### src/rtl/vga_pattern_sequencer.sv
// vga_pattern_sequencer: frame-aligned scheduler choosing which pattern source drives the VGA rgb pins
module vga_pattern_sequencer #(
  parameter int N_PAT          = 4,
  parameter int FRAMES_PER_PAT = 120,
  parameter int DEBOUNCE_CYC   = 250000
) (
  input  logic               clk,
  input  logic               rst_n,
  input  logic               de,
  input  logic [9:0]         sx,
  input  logic [9:0]         sy,
  input  logic               btn_next,
  input  logic               btn_mode,
  input  logic [N_PAT*6-1:0] rgb_in,
  output logic [5:0]         rgb,
  output logic [1:0]         pat_sel,
  output logic               auto_mode,
  output logic               frame_tick
);
  localparam int DW = $clog2(DEBOUNCE_CYC + 1);
  localparam logic [DW-1:0] LIM = DW'(DEBOUNCE_CYC - 1);
  typedef enum logic {MANUAL = 1'b0, AUTO = 1'b1} state_e;
  state_e          state_q, state_d;
  logic [1:0]      nsync_q, msync_q;
  logic            ndb_q, ndb_d, mdb_q, mdb_d;
  logic [DW-1:0]   ncnt_q, ncnt_d, mcnt_q, mcnt_d;
  logic [7:0]      fcnt_q, fcnt_d;
  logic            pend_q, pend_d;
  logic [1:0]      pat_sel_q, pat_sel_d;
  logic [5:0]      rgb_q, rgb_d;
  logic            tick_q, tick_d;
  logic            nev, mev, bnd, expire, adv;
  assign rgb        = rgb_q;
  assign pat_sel    = pat_sel_q;
  assign auto_mode  = (state_q == AUTO);
  assign frame_tick = tick_q;
  // Debounce, press detection, mode/advance scheduling and the output mux for the next cycle.
  always_comb begin
    nev       = nsync_q[1] & ~ndb_q & (ncnt_q == LIM);
    mev       = msync_q[1] & ~mdb_q & (mcnt_q == LIM);
    ndb_d     = (nsync_q[1] != ndb_q && ncnt_q == LIM) ? nsync_q[1] : ndb_q;
    mdb_d     = (msync_q[1] != mdb_q && mcnt_q == LIM) ? msync_q[1] : mdb_q;
    ncnt_d    = (nsync_q[1] == ndb_q) ? '0 : (ncnt_q == LIM) ? ncnt_q : ncnt_q + 1'b1;
    mcnt_d    = (msync_q[1] == mdb_q) ? '0 : (mcnt_q == LIM) ? mcnt_q : mcnt_q + 1'b1;
    bnd       = (sx == 10'd0) && (sy == 10'd0);
    expire    = (state_q == AUTO) && (fcnt_q == 8'(FRAMES_PER_PAT - 1));
    adv       = bnd && (pend_q || expire);
    pat_sel_d = adv ? ((pat_sel_q == 2'(N_PAT - 1)) ? 2'd0 : pat_sel_q + 2'd1) : pat_sel_q;
    pend_d    = nev | (pend_q & ~adv);
    state_d   = mev ? state_e'(~state_q) : state_q;
    fcnt_d    = (mev || state_q != AUTO || (bnd && expire)) ? 8'd0 : bnd ? fcnt_q + 8'd1 : fcnt_q;
    rgb_d     = de ? rgb_in[6*pat_sel_d +: 6] : 6'd0;
    tick_d    = bnd;
  end
  // State registers; reset asserts asynchronously and returns to source 0 in AUTO with nothing pending.
  always_ff @(posedge clk or negedge rst_n) begin
    if (!rst_n) begin
      state_q   <= AUTO;
      nsync_q   <= '0;
      msync_q   <= '0;
      ndb_q     <= 1'b0;
      mdb_q     <= 1'b0;
      ncnt_q    <= '0;
      mcnt_q    <= '0;
      fcnt_q    <= '0;
      pend_q    <= 1'b0;
      pat_sel_q <= '0;
      rgb_q     <= '0;
      tick_q    <= 1'b0;
    end else begin
      state_q   <= state_d;
      nsync_q   <= {nsync_q[0], btn_next};
      msync_q   <= {msync_q[0], btn_mode};
      ndb_q     <= ndb_d;
      mdb_q     <= mdb_d;
      ncnt_q    <= ncnt_d;
      mcnt_q    <= mcnt_d;
      fcnt_q    <= fcnt_d;
      pend_q    <= pend_d;
      pat_sel_q <= pat_sel_d;
      rgb_q     <= rgb_d;
      tick_q    <= tick_d;
    end
  end
endmodule
### config.mk
export PLATFORM = sky130hd
export DESIGN_NAME = vga_pattern_sequencer
export DESIGN_NICKNAME = d
export VERILOG_FILES = /design/src/rtl/vga_pattern_sequencer.sv
export SDC_FILE = /design/constraint.sdc
export NUM_CORES = 1
export LEC_CHECK = 0
export CORE_MARGIN = 3
export CORE_UTILIZATION = 47
export CTS_BUF_LIST = sky130_fd_sc_hd__clkbuf_4 sky130_fd_sc_hd__clkbuf_8 sky130_fd_sc_hd__clkbuf_16
export DETAILED_ROUTE_END_ITERATION = 12
export GPL_ROUTABILITY_DRIVEN = 1
export MAX_ROUTING_LAYER = met4
export PLACE_DENSITY = 0.82
export SLEW_MARGIN = 20
export SYNTH_ARGS = -nofsm -noshare
export SYNTH_HDL_FRONTEND = slang
export SYNTH_SLANG_ARGS = --single-unit
### constraint.sdc
create_clock -name clk -period 2.45 [get_ports clk]
set_clock_uncertainty 0.1 [all_clocks]
set_input_delay 0.6125 -clock clk [delete_from_list [all_inputs] [get_ports clk]]
set_output_delay 0.6125 -clock clk [all_outputs]
set_load 0.01 [all_outputs]
==> summary.md <==
| Metric | Value |
|---|---|
| Synth Flop Type | `dfrtp_1` |
| Cell Chain, Critical Path | `ha_1, inv_1, o41a_1, o31ai_4, o41ai_4, buf_4, mux2_4, o2bb2ai_1` |
| Fin. max-slew vios | `0` |
| Inserted Clock Buffers | `9` |
| HP Class | `input port to async pin` |
| Clk_lat worst skew | `0.34 ns` |
| Crit path launch type | `flop` |
| Total power | `2298 uW` |
| Final period util | `97.79%` |
| Crit-path leading delay family | `compound AO/OA/AOI/OAI gates` |
| Post-route minimum period | `2.396 ns` |
| CP Capture Point | `rgb[1]` |
| Nets | `436` |
| Most frequent cells in the layout | `dfrtp_1 (60), nor2_1 (46), clkdlybuf4s50_1 (39)` |
| Syn-to-layout area delta | `35.13%` |
| R2R Setup Slk | `0.05 ns` |
| Critical path endpoint category | `flop` |
| Remaining global-route overflow | `0` |
| Fraction of registers with async set/reset | `100.0%` |
| Worst path slowest cell | `o41a_1` |
| P_leak | `0.001745 uW` |
| Starting density of the core | `50.02%` |
| Gr usage total | `20.21%` |
| Hold-fix buffers, CTS | `0` |
| DR iter-0 viols | `139` |
| Die footprint | `7490 sq um` |
| Root Buffer | `clkbuf_8` |
| Pre-CTS WS | `-0.4281 ns` |
| Non-Filler Instances | `461` |
| Met3 WL | `386 um` |
| Top sig layer | `met4` |
| Max-cap viol count | `0` |
| PortBufs | `58` |
| Layout cell share with drive strength beyond 1 | `13.99%` |
| Cell count along the critical path | `8` |
| N_diodes | `0` |
| Worst Slack Setup Final | `0.05411 ns` |
| Post-DP HPWL | `4.661 mm` |
| Flops & latches, synth | `61` |
| Post-synth cell types | `41` |
| GP Congestion | `0.8878` |
| Setup-failing EPs final | `0` |
| Sink Count | `61` |
| Mapped Area | `3049 sq um` |
| M1 wire length | `2.834 mm` |
| CP Class | `flop to flop` |
| H-tree Lvls | `3` |
| Buf+Inv Stages, Crit Path | `2` |
| CP required | `2.57 ns` |
| Syn Area/Cell | `10.20 sq um` |
| Drt first pass iters | `4` |
| Vias in the first global route | `2577` |
| Most common cell after layout, fill and taps aside | `dfrtp_1` |
| Met2 WL post-DR | `3.112 mm` |
| Mapped Nets | `354` |
| Core Box Area | `6096 sq um` |
| Worst path max stage delay | `0.52 ns` |
| Post-route ant nets | `0` |
| CP arrival | `2.52 ns` |
| VDD IR-drop max | `362.1 uV` |
| Max transition margin | `64.92%` |
| Hold Fails Final Rpt | `0` |
| First-pass GRT wire length | `11.44 mm` |
| Drt drc | `0` |
| Cells after Synth | `299` |
| Least-Margin Pin Slew | `0.5238 ns` |
| Sequential share of the synthesized area | `50.10%` |
| Antenna violations before repair | `0` |
| DIE WIDTH | `86.55 um` |
| Largest net degree at the start of global routing | `27` |
| Clock buffer depth | `2` |
| Ys Warns | `0` |
| Die Ht | `86.55 um` |
| Worst-path clk slew | `0.07 ns` |
| Routed length per instance | `14.01 um` |
| FF-to-FF End | `rgb[1]` |
| Reg2reg start | `fcnt_q[1]` |
| Fmax | `417.4 MHz` |
| EDFF count, synth | `0` |
| Worst Setup SP | `fcnt_q[1]` |
| CP Max Fanout | `4` |
| Total Wirelength | `6.459 mm` |
| Worst r2r path cells | `8` |
| Floorplan row count | `28` |
| PD cells | `557.9 nW/um^2` |
| Vias per cell | `5.345` |
| Via count | `2464` |
| Inst Count DP | `441` |
| I/O pins | `59` |
| Outcome | `finished clean` |
| CTS tree | `done` |
==> metrics by stage <==
| step | cell area, sq um | TNS (ns) | hold WS [ns] | util, % |
|---|---|---|---|---|
| floorplan | 3079 | -0.1275 | 0.2169 | - |
| global placement | 3827 | -2.770 | 0.2334 | 62.79 |
| detailed placement | 3827 | -3.320 | 0.2355 | 62.79 |
| CTS | 4106 | 0 | 0.09082 | 67.36 |
| global route | 4120 | -0.04810 | 0.1223 | 67.59 |
| finish | 4120 | 0 | 0.1040 | 67.59 |
==> power breakdown <==
| part | total, uW | internal (uW) | switching, uW | leakage, uW |
|---|---|---|---|---|
| Sequential | 1030 | 1020 | 10.2 | 0.000823 |
| Clock | 1110 | 725 | 380 | 0.000127 |
| Combinational | 159 | 92.6 | 66.9 | 0.000795 |
==> registers in the layout, summed over array words and instances (netlist names) <==
signal,count
msync_q,2
auto_mode,1
frame_tick,1
rgb,6
mdb_q,1
pend_q,1
nsync_q,2
ndb_q,1
ncnt_q,18
pat_sel,2
mcnt_q,18
fcnt_q,8
==> repair_timing <==
| action | 4_1_cts | 5_1_grt |
|---|---|---|
| pin swaps | 8 | 3 |
| resized for setup | 24 | 2 |
| cloned | 1 | 0 |
| endpoints found under the setup margin | 6 | 6 |
| buffers inserted | 3 | 0 |
==> cell usage after synthesis, types with 3 or more instances <==
master,instances,area (sq um)
a21oi_1,10,50.05
and3_1,10,62.56
clkbuf_1,5,18.77
dfrtp_1,60,1501
ha_1,6,75.07
inv_1,10,37.54
mux2_1,4,45.04
mux2_4,3,45.04
mux2i_1,7,70.07
nand2_1,22,82.58
nand3_1,18,90.09
nand4_1,5,31.28
nor2_1,46,172.7
nor2b_1,3,18.77
nor3_1,6,30.03
nor4_1,6,37.54
o21ai_0,7,35.03
o2bb2ai_1,6,52.55
or3_1,4,25.02
xnor2_1,22,192.7
xor2_1,13,113.9
==> cell families (layout without fill, tap and decap cells) <==
group | Yosys count | after routing | share of synthesized area (%)
flops | 61 | 61 | 50.10
buf+inv | 17 | 104 | 2.585
mux | 15 | 15 | 5.622
fa+ha+maj | 6 | 6 | 2.462
xor+xnor | 35 | 35 | 10.05
simple gates | 136 | 136 | 22.36
compound gates | 29 | 29 | 6.812
==> layout make-up <==
type	count	area [sq um]
fillers	492	1976
flip-flops and latches	61	1528
multi-input cells	221	1506
repair buffers	78	706.9
clock buffers	12	152.6
clock inverters	4	95.09
well taps	75	93.84
inverters	10	37.54
==> routing by layer <==
layer  global-route usage [%]  vias to the layer above
met5                        -                        -
met4                    8.924                        0
met3                    5.513                        9
met2                    30.67                       72
met1                    25.40                     1177
li1                         -                     1206
==> how the worst min path moves through the flow <==
| stage | start | end |
|---|---|---|
| finish | rst_n | msync_q[1] |
| global route | rst_n | mdb_q |
| CTS | rst_n | mcnt_q[10] |
| detailed placement | nsync_q[0] | nsync_q[1] |
| global placement | nsync_q[0] | nsync_q[1] |
| floorplan | rst_n | fcnt_q[0] |
Note: power is estimated with default switching activity, not from simulation.
